`config.mk`:
```
export PLATFORM = sky130hd
export DESIGN_NAME = vga_param_controller
export DESIGN_NICKNAME = d
export VERILOG_FILES = /design/src/rtl/vga_param_controller.sv
export SDC_FILE = /design/constraint.sdc
export NUM_CORES = 1
export LEC_CHECK = 0
export ABC_CLOCK_PERIOD_IN_PS = 2580
export BUFFER_PORTS_ARGS = -buffer_cell sky130_fd_sc_hd__buf_2
export CELL_PAD_IN_SITES_DETAIL_PLACEMENT = 0
export CELL_PAD_IN_SITES_GLOBAL_PLACEMENT = 1
export CORE_MARGIN = 2
export CORE_UTILIZATION = 40
export CTS_BUF_LIST = sky130_fd_sc_hd__clkbuf_16
export CTS_CLUSTER_SIZE = 16
export DETAILED_ROUTE_END_ITERATION = 8
export GPL_TIMING_DRIVEN = 0
export PLACE_DENSITY_LB_ADDON = 0.3
export SLEW_MARGIN = 20
export SYNTH_ARGS = -nofsm -noshare
export SYNTH_HDL_FRONTEND = slang
export SYNTH_SLANG_ARGS = --single-unit
```
`constraint.sdc`:
```
create_clock -name iCLK -period 2.58 [get_ports iCLK]
set_input_delay 0.258 -clock iCLK [delete_from_list [all_inputs] [get_ports iCLK]]
set_output_delay 0.258 -clock iCLK [all_outputs]
set_load 0.01 [all_outputs]
```
`src/rtl/vga_param_controller.sv`:
```
// VGA timing generator with frame-buffer fetch; VGA_CURSOR_EN adds a crosshair cursor overlay.
// Fetch is registered 1 clk after the counters; pixel out RD_LAT+1 clks after fetch; free-running, no backpressure.
module vga_param_controller #(
  parameter int   H_ACT      = 640,
  parameter int   H_FP       = 16,
  parameter int   H_SYNC     = 96,
  parameter int   H_BP       = 48,
  parameter int   V_ACT      = 480,
  parameter int   V_FP       = 10,
  parameter int   V_SYNC     = 2,
  parameter int   V_BP       = 33,
  parameter logic SYNC_POL   = 1'b0,
  parameter int   COLOR_W    = 10,
  parameter int   ADDR_W     = 20,
  parameter int   RD_LAT     = 2,
  parameter int   SCALE_LOG2 = 0
) (
  input  logic               iCLK,
  input  logic               iRST,
`ifdef VGA_CURSOR_EN
  input  logic               iCursor_EN,
  input  logic [10:0]        iCursor_X,
  input  logic [10:0]        iCursor_Y,
  input  logic [COLOR_W-1:0] iCursor_R,
  input  logic [COLOR_W-1:0] iCursor_G,
  input  logic [COLOR_W-1:0] iCursor_B,
`endif
  output logic               oRead,
  output logic [ADDR_W-1:0]  oAddress,
  input  logic [COLOR_W-1:0] iRed,
  input  logic [COLOR_W-1:0] iGreen,
  input  logic [COLOR_W-1:0] iBlue,
  output logic [10:0]        oCoord_X,
  output logic [10:0]        oCoord_Y,
  output logic               oFrame_Start,
  output logic [COLOR_W-1:0] oVGA_R,
  output logic [COLOR_W-1:0] oVGA_G,
  output logic [COLOR_W-1:0] oVGA_B,
  output logic               oVGA_H_SYNC,
  output logic               oVGA_V_SYNC,
  output logic               oVGA_BLANK,
  output logic               oVGA_SYNC,
  output logic               oVGA_CLOCK
);

  localparam int H_TOTAL = H_ACT + H_FP + H_SYNC + H_BP;
  localparam int V_TOTAL = V_ACT + V_FP + V_SYNC + V_BP;
  localparam int H_SS    = H_ACT + H_FP;
  localparam int H_SE    = H_SS + H_SYNC;
  localparam int V_SS    = V_ACT + V_FP;
  localparam int V_SE    = V_SS + V_SYNC;
  localparam int D       = RD_LAT + 1;
  localparam logic [10:0]       SC_MASK   = 11'((1 << SCALE_LOG2) - 1);
  localparam logic [ADDR_W-1:0] LINE_STEP = ADDR_W'(H_ACT >> SCALE_LOG2);

  logic [10:0]        r_h, r_v;
  logic               w_h_last, w_v_last, w_h_act, w_v_act, w_fetch;
  logic               r_read, r_fs, r_hs_f, r_vs_f;
  logic [10:0]        r_x, r_y;
  logic [ADDR_W-1:0]  r_addr, r_line_base;
  logic [D-1:0]       r_d_blank, r_d_hs, r_d_vs;
  logic [COLOR_W-1:0] r_r, r_g, r_b;
  logic               w_pix_vld;

  assign w_h_last = (r_h == 11'(H_TOTAL - 1));
  assign w_v_last = (r_v == 11'(V_TOTAL - 1));
  assign w_h_act  = (r_h < 11'(H_ACT));
  assign w_v_act  = (r_v < 11'(V_ACT));
  assign w_fetch  = w_h_act && w_v_act;

  always_ff @(posedge iCLK) begin
    if (iRST) begin
      r_h <= '0;
      r_v <= '0;
    end else if (w_h_last) begin
      r_h <= '0;
      r_v <= w_v_last ? 11'd0 : r_v + 11'd1;
    end else begin
      r_h <= r_h + 11'd1;
    end
  end

  // Address walks forward every 2^SCALE_LOG2 pixels; each line restarts from the line base,
  // which steps by one scaled line every 2^SCALE_LOG2 active lines and clears at frame end.
  always_ff @(posedge iCLK) begin
    if (iRST) begin
      r_read      <= 1'b0;
      r_fs        <= 1'b0;
      r_hs_f      <= 1'b0;
      r_vs_f      <= 1'b0;
      r_x         <= '0;
      r_y         <= '0;
      r_addr      <= '0;
      r_line_base <= '0;
    end else begin
      r_read <= w_fetch;
      r_fs   <= (r_h == 11'd0) && (r_v == 11'd0);
      r_hs_f <= (r_h >= 11'(H_SS)) && (r_h < 11'(H_SE));
      r_vs_f <= (r_v >= 11'(V_SS)) && (r_v < 11'(V_SE));
      r_x    <= r_h;
      r_y    <= r_v;
      if (w_fetch) begin
        if (r_h == 11'd0)
          r_addr <= r_line_base;
        else if ((r_h & SC_MASK) == 11'd0)
          r_addr <= r_addr + ADDR_W'(1);
      end
      if (w_h_last) begin
        if (w_v_last)
          r_line_base <= '0;
        else if (w_v_act && (((r_v + 11'd1) & SC_MASK) == 11'd0))
          r_line_base <= r_line_base + LINE_STEP;
      end
    end
  end

  always_ff @(posedge iCLK) begin
    if (iRST) begin
      r_d_blank <= '0;
      r_d_hs    <= '0;
      r_d_vs    <= '0;
    end else begin
      r_d_blank <= {r_d_blank[D-2:0], r_read};
      r_d_hs    <= {r_d_hs[D-2:0], r_hs_f};
      r_d_vs    <= {r_d_vs[D-2:0], r_vs_f};
    end
  end

  // Stage RD_LAT-1 lines up with the read data arriving this clock.
  assign w_pix_vld = r_d_blank[RD_LAT-1];

`ifdef VGA_CURSOR_EN
  logic [10:0] r_d_x [RD_LAT];
  logic [10:0] r_d_y [RD_LAT];
  logic [11:0] w_px, w_py, w_cx, w_cy;
  logic        w_x_near, w_y_near, w_cur_on, w_cur_hit;

  always_ff @(posedge iCLK) begin
    if (iRST) begin
      for (int i = 0; i < RD_LAT; i++) begin
        r_d_x[i] <= '0;
        r_d_y[i] <= '0;
      end
    end else begin
      r_d_x[0] <= r_x;
      r_d_y[0] <= r_y;
      for (int i = 1; i < RD_LAT; i++) begin
        r_d_x[i] <= r_d_x[i-1];
        r_d_y[i] <= r_d_y[i-1];
      end
    end
  end

  // One extra bit keeps the +/-1 window from wrapping at either screen edge.
  assign w_px      = {1'b0, r_d_x[RD_LAT-1]};
  assign w_py      = {1'b0, r_d_y[RD_LAT-1]};
  assign w_cx      = {1'b0, iCursor_X};
  assign w_cy      = {1'b0, iCursor_Y};
  assign w_x_near  = (w_px + 12'd1 >= w_cx) && (w_px <= w_cx + 12'd1);
  assign w_y_near  = (w_py + 12'd1 >= w_cy) && (w_py <= w_cy + 12'd1);
  assign w_cur_on  = (iCursor_X < 11'(H_ACT)) && (iCursor_Y < 11'(V_ACT));
  assign w_cur_hit = iCursor_EN && w_cur_on && (w_x_near || w_y_near);
`endif

  always_ff @(posedge iCLK) begin
    if (iRST || !w_pix_vld) begin
      r_r <= '0;
      r_g <= '0;
      r_b <= '0;
`ifdef VGA_CURSOR_EN
    end else if (w_cur_hit) begin
      r_r <= iCursor_R;
      r_g <= iCursor_G;
      r_b <= iCursor_B;
`endif
    end else begin
      r_r <= iRed;
      r_g <= iGreen;
      r_b <= iBlue;
    end
  end

  assign oRead        = r_read;
  assign oAddress     = r_addr;
  assign oCoord_X     = r_x;
  assign oCoord_Y     = r_y;
  assign oFrame_Start = r_fs;
  assign oVGA_R       = r_r;
  assign oVGA_G       = r_g;
  assign oVGA_B       = r_b;
  assign oVGA_BLANK   = r_d_blank[D-1];
  assign oVGA_H_SYNC  = r_d_hs[D-1] ? SYNC_POL : ~SYNC_POL;
  assign oVGA_V_SYNC  = r_d_vs[D-1] ? SYNC_POL : ~SYNC_POL;
  assign oVGA_SYNC    = 1'b0;
  assign oVGA_CLOCK   = iCLK;

endmodule

```
Yosys cells after proc, flatten, opt, wreduce, memory -nomap -nowiden
Index checks and enable logic that the tools add are counted.
- magnitude comparators: 6
- mux-type cells: 6
- equality and inequality tests: 2
- $add $sub $neg: 4
- reductions and logical operators: 11
- operators with widths (cell ; count):
    $mux 20 ; 3
    $add 11x1->11 const B ; 2
    $eq 11x10->1 const B ; 2
    $logic_not 11->1 ; 2
    $lt 11x10->1 const B ; 2
    $lt 11x9->1 const B ; 2
    $add 20x1->20 const B ; 1
    $add 20x10->20 const B ; 1
    $ge 11x10->1 const B ; 1
    $ge 11x9->1 const B ; 1
    $mux 11 ; 1
    $logic_and 1x1->1 ; 4
    $mux 1 ; 2
    $reduce_and 2->1 ; 1
    $reduce_bool 2->1 ; 1
    $reduce_or 2->1 ; 1
    $logic_not 1->1 ; 1
    $logic_or 1x1->1 ; 1
- register bits: 127

Depth between registers and ports, before layout
- depth in word-level cells: 3
- depth in mapped cells: 8
- gate-level depth less buffers: 7

==> run_results.csv <==
group,metric,value,unit
worst_setup_path,crit_buf_inv,2,
final_layout,drive_gt1_frac,0.245,
final_layout,syn_to_final_growth,36.9,%
synthesis,synth_xor_area_frac,0.0567,
die,num_rows,39,
min_path,min_to,"oAddress[18]",
global_routing,grt_pass1_wl,19400,microns
timing,hold_viol_final,0,
synthesis,ys_seq_elements,120,
worst_setup_path,end_kind,"flip-flop",
worst_setup_path,rrSetupSlack,0.08,ns
global_routing,antenna_found_initial,0,
synthesis,yosysMostFrequentCell,"dfxtp_1",
placement,dp_hpwl,7960,microns
timing,period_minus_slack,2.50,ns
synthesis,synth_top_area_frac,0.518,
power,vdd_drop_max,0.649,mV
placement,routabilityCongestion,0.839,
final_layout,seq_area,2400,sq um
timing,max_freq,0.400,GHz
min_path,hold_class,"input pin to flip-flop",
detailed_routing,vias,4093,
worst_setup_path,slowest_delay,0.56,ns
die,io_pins,111,
timing,fin_crit_sh,0.970,
run,cap_violations,0,
synthesis,synth_edf_count,0,
synthesis,syn-num-nets,540,
power,p_leak,2.68,nW
synthesis,seq_area_frac_synth,0.518,
die,initial_core_util,0.408,
global_routing,grt_pass1_vias,3915,
global_routing,grt_use_total,0.198,
worst_setup_path,ff2ff_path_depth,7,
die,die_y,112,microns
outcome,outcome,"completed",
synthesis,synth_warnings,0,
synthesis,netlist_instances,502,
min_path,min_path_cells,3,
worst_setup_path,path_max_fanout,10,
worst_setup_path,cp-startpoint,"r_h[6]",
clock_tree,clkTransAtPathRegs,0.06,ns
synthesis,muxShareOfSynthArea,0.00216,
timing,worstMarginPinSlew,0.746,ns
power,powerDensity,732,nW/um^2
synthesis,synth_area_leader_cell,"dfxtp_1",
timing,setup_viol,0,
global_routing,grt_max_degree,17,
synthesis,syn_area_per_cell,9.23,sq um
detailed_routing,wirelength,11800,microns
timing,drv_slew,0,
timing,worst_hold_slack,0.328,ns
synthesis,synthDistinctLibCells,48,
worst_setup_path,cp_top_family,"simple AND/OR/NAND/NOR gates",
synthesis,ys.flop_type,"dfxtp_1",
detailed_routing,drtAntennaViolNets,0,
worst_setup_path,reg2reg_to,"r_line_base[11]",
detailed_routing,wl_per_cell,14.3,microns
synthesis,async_reset_ff_frac,0,
worst_setup_path,cp_cell_sequence,"or4_4, or3_1, buf_4, a21o_1, buf_6, or4b_4, a21oi_2",
synthesis,synthAdderAreaFrac,0.0162,
clock_tree,cts_tree,"yes",
final_layout,multi_input_area,2080,sq um
min_path,hp-start,"iRST",
synthesis,synth-compound-area-share,0.0940,
timing,max_slew_margin,0.498,
worst_setup_path,timing.rr.start,"r_h[6]",
die,dieArea,12500,sq um
detailed_routing,first_pass_iters,4,
detailed_routing,drt_iter0_markers,201,
timing,finalSetupTns,0,ns
detailed_routing,via_per_inst,4.99,
detailed_routing,drc,0,
final_layout,fin_nets,704,
global_routing,grt_overflow,0,
worst_setup_path,arrival,2.97,ns
worst_setup_path,cp-start-kind,"flip-flop",
placement,io_buffers,108,
synthesis,ys_top_cells_by_count,"dfxtp_1 (120), nor2_1 (58), and2_1 (35), nor2b_1 (27), clkbuf_1 (22)",
timing,fin_skew,0.00780,ns
die,die_w,112,microns
final_layout,diodes,0,
final_layout,num-fill-cells,1026,
synthesis,synthTopCellsByArea,"dfxtp_1 (52%), and2_1 (4.7%), nor2_1 (4.7%)",
worst_setup_path,slowest_stage,"or4_4",
synthesis,synthSimpleGateAreaFrac,0.274,
worst_setup_path,crit_type,"flip-flop to flip-flop",
die,core,11400,sq um
worst_setup_path,required,3.04,ns
clock_tree,clk_latency,0.53,ns
synthesis,synth_area,4630,sq um
synthesis,synth_top_family_by_area,"simple AND/OR/NAND/NOR gates",
routing by layer:
metal	track usage	vias up	share of wire
met2	0.310	119	0.46
met3	0.0773	15	0.057
met1	0.245	1904	0.46
li1	-	2055	-
met4	0.0798	0	0.016
met5	0	-	0
timing repair:
item	CTS	global route
pin swaps	0	2
hold endpoints to repair	30	0
hold buffers	30	0
setup endpoints to repair	22	31
buffers inserted	0	3
resized for setup	4	7
logic make-up after synthesis:
group                    after synthesis
XOR/XNOR                              30
adder cells (fa/ha/maj)                6
multiplexers                           1
buffers and inverters                 42
AO/OA/AOI/OAI                         70
AND/OR/NAND/NOR                      232
other                                  1
flip-flops                           120
placed cells by master (no fill, tap or decap), drive strengths merged, types with 5 or more instances in the layout:
master         n
dfxtp        120
nor3          16
nor4           9
buf          119
clkbuf        42
nand2         21
o21ai         20
nand3         18
a211oi         5
xnor2         19
nor2b         27
nor2          58
and2          35
inv           16
dlygate4sd3   30
a21oi         23
nand4         15
xor2          11
clkinv         7
o31ai          5
and3           6
ha             6
registers in the layout, summed over array words and instances (netlist names):
register	cells
oFrame_Start	1
oCoord_X	11
r_v	11
r_d_hs	3
oVGA_B	10
r_hs_f	1
r_d_vs	3
r_h	11
oAddress	20
oVGA_G	10
oCoord_Y	11
r_vs_f	1
r_line_base	13
oRead	1
r_d_blank	3
oVGA_R	10
per-stage QoR:
stage	setup slack [ns]	total power, W	cells	instance area (sq um)	utilization
floorplan	0.194	0.00212	502	4630	-
global placement	-0.313	0.00223	753	5350	0.471
detailed placement	-0.173	0.00223	754	5360	0.472
CTS	0.0187	0.00470	818	6300	0.554
global route	-0.0141	0.00482	821	6340	0.558
finish	0.0770	0.00464	821	6340	0.558
final cells by class:
type,count,share of cell area
clock inverters,14,0.0201
well taps,143,0.0282
flip-flops and latches,120,0.379
plain buffers,29,0.0213
clock buffers,21,0.0797
inverters,13,0.00769
multi-input cells,340,0.328
repair buffers,141,0.136
worst register-to-register path: stages, from the launching register on:
cell and delay [ns]:
dfxtp_2 0.34, or4_4 0.56, or3_1 0.39, buf_4 0.17, a21o_1 0.18, buf_6 0.14, or4b_4 0.51, a21oi_2 0.14
power breakdown:
group / total, W / switching (W) / internal (W)
Sequential: 0.00192 / 0.0000264 / 0.00189
Combinational: 0.000277 / 0.000146 / 0.000132
Clock: 0.00245 / 0.000902 / 0.00155
worst max path at each step:
stage | end | slack [ns] | cells past startpoint
CTS | oAddress[2] | 0.02 | 6
finish | r_line_base[11] | 0.08 | 7
floorplan | r_line_base[11] | 0.19 | 7
global route | oAddress[6] | -0.01 | 6
detailed placement | r_line_base[10] | -0.17 | 7
global placement | oAddress[7] | -0.31 | 7
No activity file was read; power rests on OpenSTA's default activity.
